### src/rtl/rf_wb_arbiter_pkg.sv
// Shared constants and FSM encoding for the register-file write-port arbiter.
package rf_wb_arbiter_pkg;

   localparam int P_DW   = 32;
   localparam int P_AW   = 5;
   localparam int P_NREG = 32;

   typedef enum logic [1:0] {
      ST_IDLE  = 2'd0,
      ST_WAIT  = 2'd1,
      ST_FORCE = 2'd2
   } arb_state_e;

endpackage

### src/rtl/rf_scoreboard.sv
// Busy bits for registers awaiting a multi-cycle result, with a three-port hazard lookup.
module rf_scoreboard
   import rf_wb_arbiter_pkg::*;
#(
   parameter int AW   = P_AW,
   parameter int NREG = P_NREG
)(
   input  logic            i_clk,
   input  logic            i_rst,
   input  logic            i_set,
   input  logic [AW-1:0]   i_set_idx,
   input  logic            i_clr,
   input  logic [AW-1:0]   i_clr_idx,
   input  logic [AW-1:0]   i_rs1,
   input  logic [AW-1:0]   i_rs2,
   input  logic [AW-1:0]   i_rd,
   output logic            o_hazard,
   output logic [NREG-1:0] o_busy
);

   logic [NREG-1:0] r_busy;
   logic [NREG-1:0] w_busy_nxt;

   // Next busy vector: the clear is applied first so a same-index set wins.
   always_comb begin
      w_busy_nxt = r_busy;
      if (i_clr) begin
         w_busy_nxt[i_clr_idx] = 1'b0;
      end else begin
         w_busy_nxt = r_busy;
      end
      if (i_set) begin
         w_busy_nxt[i_set_idx] = 1'b1;
      end else begin
         w_busy_nxt[0] = 1'b0;
      end
      w_busy_nxt[0] = 1'b0;
   end

   // Busy vector register.
   always_ff @(posedge i_clk) begin
      if (i_rst) begin
         r_busy <= '0;
      end else begin
         r_busy <= w_busy_nxt;
      end
   end

   // Hazard lookup for decode.
   always_comb begin
      o_hazard = r_busy[i_rs1] | r_busy[i_rs2] | r_busy[i_rd];
      o_busy   = r_busy;
   end

endmodule

### src/rtl/rf_wb_arbiter_chk.sv
// Simulation-only protocol checks for the write-port arbiter.
module rf_wb_arbiter_chk
   import rf_wb_arbiter_pkg::*;
#(
   parameter int AW   = P_AW,
   parameter int NREG = P_NREG
)(
   input logic            i_clk,
   input logic            i_rst,
   input logic            i_wb_valid,
   input logic [AW-1:0]   i_wb_addr,
   input logic [NREG-1:0] i_busy
);

   // The pipeline must never write a register still owed a multi-cycle result.
   a_wb_not_busy: assert property (@(posedge i_clk) disable iff (i_rst)
      !(i_wb_valid && i_busy[i_wb_addr]));

endmodule

### src/rtl/rf_wb_arbiter.sv
// Arbitrates the register file write port between pipeline writeback and a
// multi-cycle unit, with hazard scoreboard and starvation-driven pipeline hold.
module rf_wb_arbiter
   import rf_wb_arbiter_pkg::*;
#(
   parameter int DW         = P_DW,
   parameter int AW         = P_AW,
   parameter int NREG       = P_NREG,
   parameter int STARVE_MAX = 4
)(
   input  logic          clk,
   input  logic          rst,
   input  logic          wb_valid,
   input  logic [AW-1:0] wb_addr,
   input  logic [DW-1:0] wb_data,
   input  logic          mc_issue,
   input  logic [AW-1:0] mc_issue_rd,
   input  logic          mc_valid,
   input  logic [AW-1:0] mc_addr,
   input  logic [DW-1:0] mc_data,
   output logic          mc_ready,
   input  logic [AW-1:0] dec_rs1,
   input  logic [AW-1:0] dec_rs2,
   input  logic [AW-1:0] dec_rd,
   output logic          dec_stall,
   output logic          pipe_hold,
   output logic          RFWr,
   output logic [AW-1:0] A3,
   output logic [DW-1:0] WD
);

   localparam logic [3:0] L_STARVE_MAX = 4'(STARVE_MAX);

   arb_state_e      r_state;
   arb_state_e      w_state_nxt;
   logic [3:0]      r_starve_cnt;
   logic [3:0]      w_starve_nxt;
   logic            r_pipe_hold;
   logic            w_pipe_hold_nxt;
   logic [AW-1:0]   r_hold_addr;
   logic [DW-1:0]   r_hold_data;
   logic [AW-1:0]   r_last_a3;
   logic [DW-1:0]   r_last_wd;
   logic            w_hold_valid;
   logic            w_capture;
   logic            w_drain;
   logic            w_src;
   logic [AW-1:0]   w_a3;
   logic [DW-1:0]   w_wd;
   logic            w_sb_hazard;
   logic            w_hold_hit;
   logic [NREG-1:0] w_busy;
   logic [3:0]      w_cnt_inc;

   // Handshake and drain qualifiers; the hold entry is live in WAIT and FORCE.
   always_comb begin
      w_hold_valid = (r_state != ST_IDLE);
      w_capture    = mc_valid & ~w_hold_valid;
      w_drain      = w_hold_valid & ~wb_valid;
      w_cnt_inc    = r_starve_cnt + 4'd1;
   end

   // FSM next state, starvation counter and pipeline-hold request.
   always_comb begin
      w_state_nxt     = r_state;
      w_starve_nxt    = r_starve_cnt;
      w_pipe_hold_nxt = r_pipe_hold;
      case (r_state)
         ST_IDLE: begin
            if (w_capture) begin
               w_state_nxt     = ST_WAIT;
               w_starve_nxt    = 4'd0;
               w_pipe_hold_nxt = 1'b0;
            end else begin
               w_state_nxt = ST_IDLE;
            end
         end
         ST_WAIT, ST_FORCE: begin
            if (w_drain) begin
               w_state_nxt     = w_capture ? ST_WAIT : ST_IDLE;
               w_starve_nxt    = 4'd0;
               w_pipe_hold_nxt = 1'b0;
            end else if (r_state == ST_WAIT) begin
               w_starve_nxt = w_cnt_inc;
               if (w_cnt_inc == L_STARVE_MAX) begin
                  w_state_nxt     = ST_FORCE;
                  w_pipe_hold_nxt = 1'b1;
               end else begin
                  w_state_nxt = ST_WAIT;
               end
            end else begin
               // In-flight writeback keeps priority while the hold is forced.
               w_state_nxt     = ST_FORCE;
               w_pipe_hold_nxt = 1'b1;
            end
         end
         default: begin
            w_state_nxt     = ST_IDLE;
            w_starve_nxt    = 4'd0;
            w_pipe_hold_nxt = 1'b0;
         end
      endcase
   end

   // FSM state, counter and pipe_hold registers.
   always_ff @(posedge clk) begin
      if (rst) begin
         r_state      <= ST_IDLE;
         r_starve_cnt <= 4'd0;
         r_pipe_hold  <= 1'b0;
      end else begin
         r_state      <= w_state_nxt;
         r_starve_cnt <= w_starve_nxt;
         r_pipe_hold  <= w_pipe_hold_nxt;
      end
   end

   // Single-entry holding register for multi-cycle results.
   always_ff @(posedge clk) begin
      if (rst) begin
         r_hold_addr <= '0;
         r_hold_data <= '0;
      end else if (w_capture) begin
         r_hold_addr <= mc_addr;
         r_hold_data <= mc_data;
      end else begin
         r_hold_addr <= r_hold_addr;
         r_hold_data <= r_hold_data;
      end
   end

   // Write-port mux: pipeline first, then the hold entry, else hold last values.
   always_comb begin
      if (wb_valid) begin
         w_a3  = wb_addr;
         w_wd  = wb_data;
         w_src = 1'b1;
      end else if (w_hold_valid) begin
         w_a3  = r_hold_addr;
         w_wd  = r_hold_data;
         w_src = 1'b1;
      end else begin
         w_a3  = r_last_a3;
         w_wd  = r_last_wd;
         w_src = 1'b0;
      end
   end

   // Remember the last driven address/data for idle cycles.
   always_ff @(posedge clk) begin
      if (rst) begin
         r_last_a3 <= '0;
         r_last_wd <= '0;
      end else if (w_src) begin
         r_last_a3 <= w_a3;
         r_last_wd <= w_wd;
      end else begin
         r_last_a3 <= r_last_a3;
         r_last_wd <= r_last_wd;
      end
   end

   rf_scoreboard #(
      .AW   (AW),
      .NREG (NREG)
   ) u_scoreboard (
      .i_clk     (clk),
      .i_rst     (rst),
      .i_set     (mc_issue & (mc_issue_rd != '0)),
      .i_set_idx (mc_issue_rd),
      .i_clr     (w_drain),
      .i_clr_idx (r_hold_addr),
      .i_rs1     (dec_rs1),
      .i_rs2     (dec_rs2),
      .i_rd      (dec_rd),
      .o_hazard  (w_sb_hazard),
      .o_busy    (w_busy)
   );

   rf_wb_arbiter_chk #(
      .AW   (AW),
      .NREG (NREG)
   ) u_chk (
      .i_clk      (clk),
      .i_rst      (rst),
      .i_wb_valid (wb_valid),
      .i_wb_addr  (wb_addr),
      .i_busy     (w_busy)
   );

   // Output drive; a pending hold entry also counts as a hazard (x0 never does).
   always_comb begin
      w_hold_hit = w_hold_valid & (r_hold_addr != '0) &
                   ((r_hold_addr == dec_rs1) | (r_hold_addr == dec_rs2) |
                    (r_hold_addr == dec_rd));
      dec_stall  = w_sb_hazard | w_hold_hit;
      mc_ready   = ~w_hold_valid;
      pipe_hold  = r_pipe_hold;
      RFWr       = w_src & (w_a3 != '0);
      A3         = w_a3;
      WD         = w_wd;
   end

endmodule

### config.mk
export PLATFORM = sky130hd
export DESIGN_NAME = rf_wb_arbiter
export DESIGN_NICKNAME = d
export VERILOG_FILES = /design/src/rtl/rf_wb_arbiter_pkg.sv /design/src/rtl/rf_scoreboard.sv /design/src/rtl/rf_wb_arbiter_chk.sv /design/src/rtl/rf_wb_arbiter.sv
export SDC_FILE = /design/constraint.sdc
export NUM_CORES = 1
export LEC_CHECK = 0
export BUFFER_PORTS_ARGS = -buffer_cell sky130_fd_sc_hd__buf_2
export CORE_UTILIZATION = 40
export DETAILED_ROUTE_END_ITERATION = 7
export GPL_ROUTABILITY_DRIVEN = 0
export MAX_ROUTING_LAYER = met4
export RECOVER_POWER = 100
export SYNTH_ARGS = -nofsm -noshare
export SYNTH_HDL_FRONTEND = slang
export SYNTH_HIERARCHICAL = 1
export SYNTH_SLANG_ARGS = --single-unit
export TNS_END_PERCENT = 100
### constraint.sdc
create_clock -name clk -period 2.6 [get_ports clk]
set_clock_uncertainty 0.05 [all_clocks]
set_input_delay 0.26 -clock clk [delete_from_list [all_inputs] [get_ports clk]]
set_output_delay 0.26 -clock clk [all_outputs]
set_load 0.05 [all_outputs]
Word-level counts from Yosys, hierarchy flattened
Cells that the tools add are included.
W data, S select, Z words.
{"block": "word_totals", "reg_bits": 113, "input_bits": 99, "output_inout_bits": 41, "wordCells": 84}
{"block": "classes", "addsub": 1, "order_cmp": 7, "n_eq_ne": 9, "muxes": 32, "bitwise": 16, "reduce_logical": 10}
{"operator": "$mux W32", "n": 3}
{"operator": "$and A32 B32 Y32", "n": 1}
{"operator": "$not A32 Y32", "n": 1}
{"operator": "$or A32 B32 Y32", "n": 1}
{"operator": "$mux W31", "n": 1}
{"operator": "$lt A5 B6 Y1 const B", "n": 5}
{"operator": "$bmux W1 S5", "n": 3}
{"operator": "$eq A5 B5 Y1", "n": 3}
{"operator": "$reduce_bool A5 Y1", "n": 3}
{"operator": "$mux W1", "n": 12}
{"operator": "$mux W4", "n": 3}
{"operator": "$demux W1 S5", "n": 2}
{"operator": "$ge A5 B1 Y1 const B", "n": 2}
{"operator": "$mux W5", "n": 2}
{"operator": "$pmux W4 S2", "n": 1}
{"operator": "$and A1 B1 Y1", "n": 6}
{"operator": "$mux W2", "n": 3}
{"operator": "$or A1 B1 Y1", "n": 5}
{"operator": "$add A4 B1 Y4 const B", "n": 1}
{"operator": "$eq A4 B3 Y1 const B", "n": 1}
{"operator": "$ne A4 B3 Y1 const B", "n": 1}
{"operator": "$pmux W2 S2", "n": 1}
{"operator": "$reduce_and A2 Y1", "n": 2}
{"operator": "$ne A3 B2 Y1 const B", "n": 1}
{"operator": "9 further kinds", "n": 11}

Longest topological paths before layout
{"block": "logic_depth", "word_depth": 9, "ltp_mapped": 9, "mapped_depth_nobuf": 6}

By module
The synthesis kept the hierarchy.
{"module": "rf_wb_arbiter", "n_inst": 1, "cells_each": 452, "area_per_inst_um2": 4012.6, "seq_area_each_um2": 1621.6}
{"module": "rf_scoreboard", "n_inst": 1, "cells_each": 247, "area_per_inst_um2": 2144.6, "seq_area_each_um2": 620.6}

Worst setup path after synthesis
OpenSTA, ideal clock, no wires.
{"block": "synth_path", "path_type": "register to output", "from": "register r_state[1]", "to": "output RFWr", "arrival_time_ns": 2.901, "t_required_ns": 2.290, "setup_slack_ns": -0.611, "path_stages_with_launch": 8, "path_buffers": 1, "cell_sequence": "dfxtp_1 inv_1 ha_1 buf_6 mux2i_1 o21ai_1 nor4_1 a21boi_1"}
{"block": "synth_between", "elab_chain_len": 5, "word_cells_on_any_way": 7, "cone_classes": "mux (4); bitwise (1); reduce/logical (2)"}
{"item": "start: declaration", "line_no": "rf_wb_arbiter.sv:34", "rtl": "arb_state_e r_state;"}
{"item": "start signal: assignment", "line_no": "rf_wb_arbiter.sv:112", "rtl": "r_state <= w_state_nxt;"}
{"item": "$reduce_bool A2 Y1", "line_no": "rf_wb_arbiter.sv:57", "rtl": "w_hold_valid = (r_state != ST_IDLE);"}
{"item": "$mux W5", "line_no": "rf_wb_arbiter.sv:138", "rtl": "end else if (w_hold_valid) begin"}
{"item": "$mux W5", "line_no": "rf_wb_arbiter.sv:134", "rtl": "if (wb_valid) begin"}
{"item": "via A3[1]", "line_no": "rf_wb_arbiter.sv:28", "rtl": "output logic [AW-1:0] A3,"}
{"item": "$reduce_bool A5 Y1", "line_no": "rf_wb_arbiter.sv:199", "rtl": "RFWr = w_src & (w_a3 != '0);"}
{"item": "$and A1 B1 Y1", "line_no": "rf_wb_arbiter.sv:199"}
{"item": "end: declaration", "line_no": "rf_wb_arbiter.sv:27", "rtl": "output logic RFWr,"}
The timed path passes the listed nets, and every way through them passes these cells.

Final worst setup path
{"block": "layout_path", "from": "register u_scoreboard.r_busy[15], in the netlist u_scoreboard/o_busy[15]", "to": "output dec_stall"}
{"block": "layout_between", "elab_chain_len": 5, "word_cells_on_any_way": 9, "cone_classes": "mux (6); bitwise (3)"}
{"item": "start: declaration", "line_no": "rf_scoreboard.sv:21", "rtl": "logic [NREG-1:0] r_busy;"}
{"item": "start signal: assignment", "line_no": "rf_scoreboard.sv:45", "rtl": "r_busy <= w_busy_nxt;"}
{"item": "$bmux W1 S5", "line_no": "rf_scoreboard.sv:51", "rtl": "o_hazard = r_busy[i_rs1] | r_busy[i_rs2] | r_busy[i_rd];"}
{"item": "$mux W1 (implied by the code)", "line_no": "rf_scoreboard.sv:51"}
{"item": "$or A1 B1 Y1", "line_no": "rf_scoreboard.sv:51"}
{"item": "$or A1 B1 Y1 *", "line_no": "rf_scoreboard.sv:51"}
{"item": "via w_sb_hazard", "line_no": "rf_wb_arbiter.sv:50", "rtl": "logic w_sb_hazard;"}
{"item": "$or A1 B1 Y1 *", "line_no": "rf_wb_arbiter.sv:196", "rtl": "dec_stall = w_sb_hazard | w_hold_hit;"}
{"item": "end: declaration", "line_no": "rf_wb_arbiter.sv:25", "rtl": "output logic dec_stall,"}
The timed path passes the listed nets; every way through them passes the cells marked *. The select of a mux whose other input is x is not followed.

==> impl_metrics.yaml <==
clocking:
  post_cts_buffers: 0
  clkSinkCount: 112
  clock_tree.root_cell: "clkbuf_16"
  cts_max_path_buffers: 2
  clock_latency_ps: 360
  tritoncts: "done"
  clkTransAtPathRegs_ps: 80
  cts_max_level: 3
  cts_buffers: 9
  cts_hold_buf: 0
critical_path:
  cp.required_ps: 2290
  path_max_fanout: 4
  path_cells: "mux4_2 > nand2b_1 > a2111oi_2 > nand3_1 > a21o_1 > buf_6"
  critical_path_class: "register to output pin"
  slowest_stage: "mux4_2"
  crit_path_start_kind: "register"
  r2r_slack_ps: 290
  slowest_delay_ps: 470
  crit_path_end_kind: "output pin"
  critical_path_arrival_ps: 2210
cells_and_area:
  area_growth_pct: 16.65
  num_antenna_cells: 0
  fin_area_um2: 7169
  layout-drive-gt1-share_pct: 27.92
  multi_input_area_um2: 3590
  regArea_um2: 2247
  nets: 912
  fill_cells: 1436
pwr:
  p_int_uw: 2833
  p_leak_uw: 0.003296
  p_total_uw: 4301
  vdd_drop_max_v: 0.0003089
  pwr-share-seq_pct: 43.9
  power.share.clock_pct: 31.0
  p_switching_uw: 1468
  p_sw_share_pct: 34.13
  p_per_area_nw_per_um2: 599.8
  combPwrFrac_pct: 25.0
floorplanning:
  die_w_um: 126.0
  dieArea_um2: 15860
  ios: 140
  initial_core_util_pct: 41.66
  die_h_um: 126.0
  rows: 44
  core_um2: 14750
synth:
  syn-cell-area_um2: 6146
  yosys_warnings: 6
  avgSynthCellArea_um2: 8.818
  netlist_instances: 697
  synth_nets: 801
timing:
  rsz0062_at_grt: "no"
  period_minus_slack_ps: 2523
  hold_ws_ps: 82.62
  fin_crit_sh_pct: 97.05
  max-slew-margin-rel_pct: 39.01
  hold_violations: 0
  finalSetupTns_ps: 0
  layout_setup_ws_ps: 76.61
  finalMaxSlewViolations: 0
  tightest_slew_ps: 914.9
  max_freq_mhz: 396.3
  setup_viol: 0
global_route:
  track_usage_pct: 22.74
  antenna_found_initial: 0
  grt_pass1_wl_um: 27820
  grt-ovfl-total: 0
  first_global_vias: 5429
  grt_max_degree: 76
placed_design:
  io_buffer_count: 139
  place_area_um2: 6864
  dpl_worst_slack_ps: 160.4
  dp.final_hpwl_um: 11940
routing:
  drc: 0
  post_drt_via_cell_ratio: 5.721
  wl_per_cell_um: 17.29
  drt-initial-drc-count: 414
  ant_nets: 0
  drt-total-wl_um: 17240
  vias: 5704
  dr.pass1.iters: 5
run:
  maxCapViolCount: 0
run_status:
  status: "completed"
worst_hold_path:
  hold_path_class: "primary input to register"
## state kept, by name (all words and copies together) (netlist names)
| register | count |
|---|---|
| r_last_wd | 32 |
| r_starve_cnt | 4 |
| r_hold_data | 32 |
| r_hold_addr | 5 |
| r_state | 2 |
| u_scoreboard/o_busy | 31 |
| pipe_hold | 1 |
| r_last_a3 | 5 |
## per-stage QoR
stage | utilization (%) | instances
after floorplan | - | 697
after global placement | 46.52 | 981
after detailed placement | 46.52 | 981
after CTS | 48.47 | 997
after global routing | 48.59 | 997
final | 48.59 | 997
## layout by cell type (no fill, tap or decap), drive strengths merged, types with 2 or more instances in the layout
cell       n
and3       2
or4        2
a21oi     77
nand2    155
nor4       2
inv       14
clkbuf    49
mux4      17
nor3b      4
nor2      18
dfxtp    112
clkinv     5
ha         5
xor2      10
nor2b      5
nand2b     5
and3b      4
o22ai      3
nor4b      5
a2111oi    4
or3b       2
a21boi     2
or3        4
o211a     36
o21a       2
a221oi     2
a211oi     3
buf      111
nand3      8
o21ai     72
mux2       9
xnor2      7
mux2i     39
nor3       6
nand3b     5
## layer usage
layer | vias to the layer above | share of wire (%) | wire, um | GRT usage (%)
li1 | 2712 | - | - | -
met1 | 2751 | 44 | 7519 | 27.73
met2 | 212 | 48 | 8288 | 37.83
met3 | 29 | 6.3 | 1090 | 3.441
met4 | 0 | 2.0 | 337 | 8.788
met5 | - | 0 | 0 | -
## power groups by stage
stage	clock [uW]	sequential, uW	combinational, uW
3_3_place_gp	0	1920	1060
6_report	1330	1890	1080
2_1_floorplan	0	1900	846
3_5_place_dp	0	1930	1070
4_1_cts	1370	1890	1080
5_1_grt	1430	1900	1160
## cell type report
cell class	instances	area share [%]
tap	184	3.211
sequential	112	31.34
timing repair buffer	151	10.82
inverter	12	0.6283
clock inverter	7	0.7853
multi-input combinational	522	50.07
clock buffer	9	3.141
## critical path: cells and delay by family (launching register included)
kind	cells	cell delay, ps
AND/OR/NAND/NOR	2	320
flip-flops	1	360
AO/OA/AOI/OAI	2	560
buffers and inverters	1	150
multiplexers	1	470
## worst paths after layout
| path | depth (start not counted) | endpoint | start |
|---|---|---|---|
| min | 3 | r_hold_data[17]$_SDFFE_PP0N_ | mc_data[17] |
| max reg2reg | 7 | r_last_a3[0]$_SDFFE_PP0P_ | r_state[1]$_SDFF_PP0_ |
| min reg2reg | 2 | r_hold_data[31]$_SDFFE_PP0N_ | r_hold_data[31]$_SDFFE_PP0N_ |
| max | 6 | dec_stall | u_scoreboard/o_busy[15]$_SDFF_PP0_ |
## repair_timing
action | 4_1_cts | 5_1_grt
pin swaps | 1 | 2
resized for setup | 2 | 15
setup endpoints to repair | 1 | 27
(Power assumes the default switching activity.)
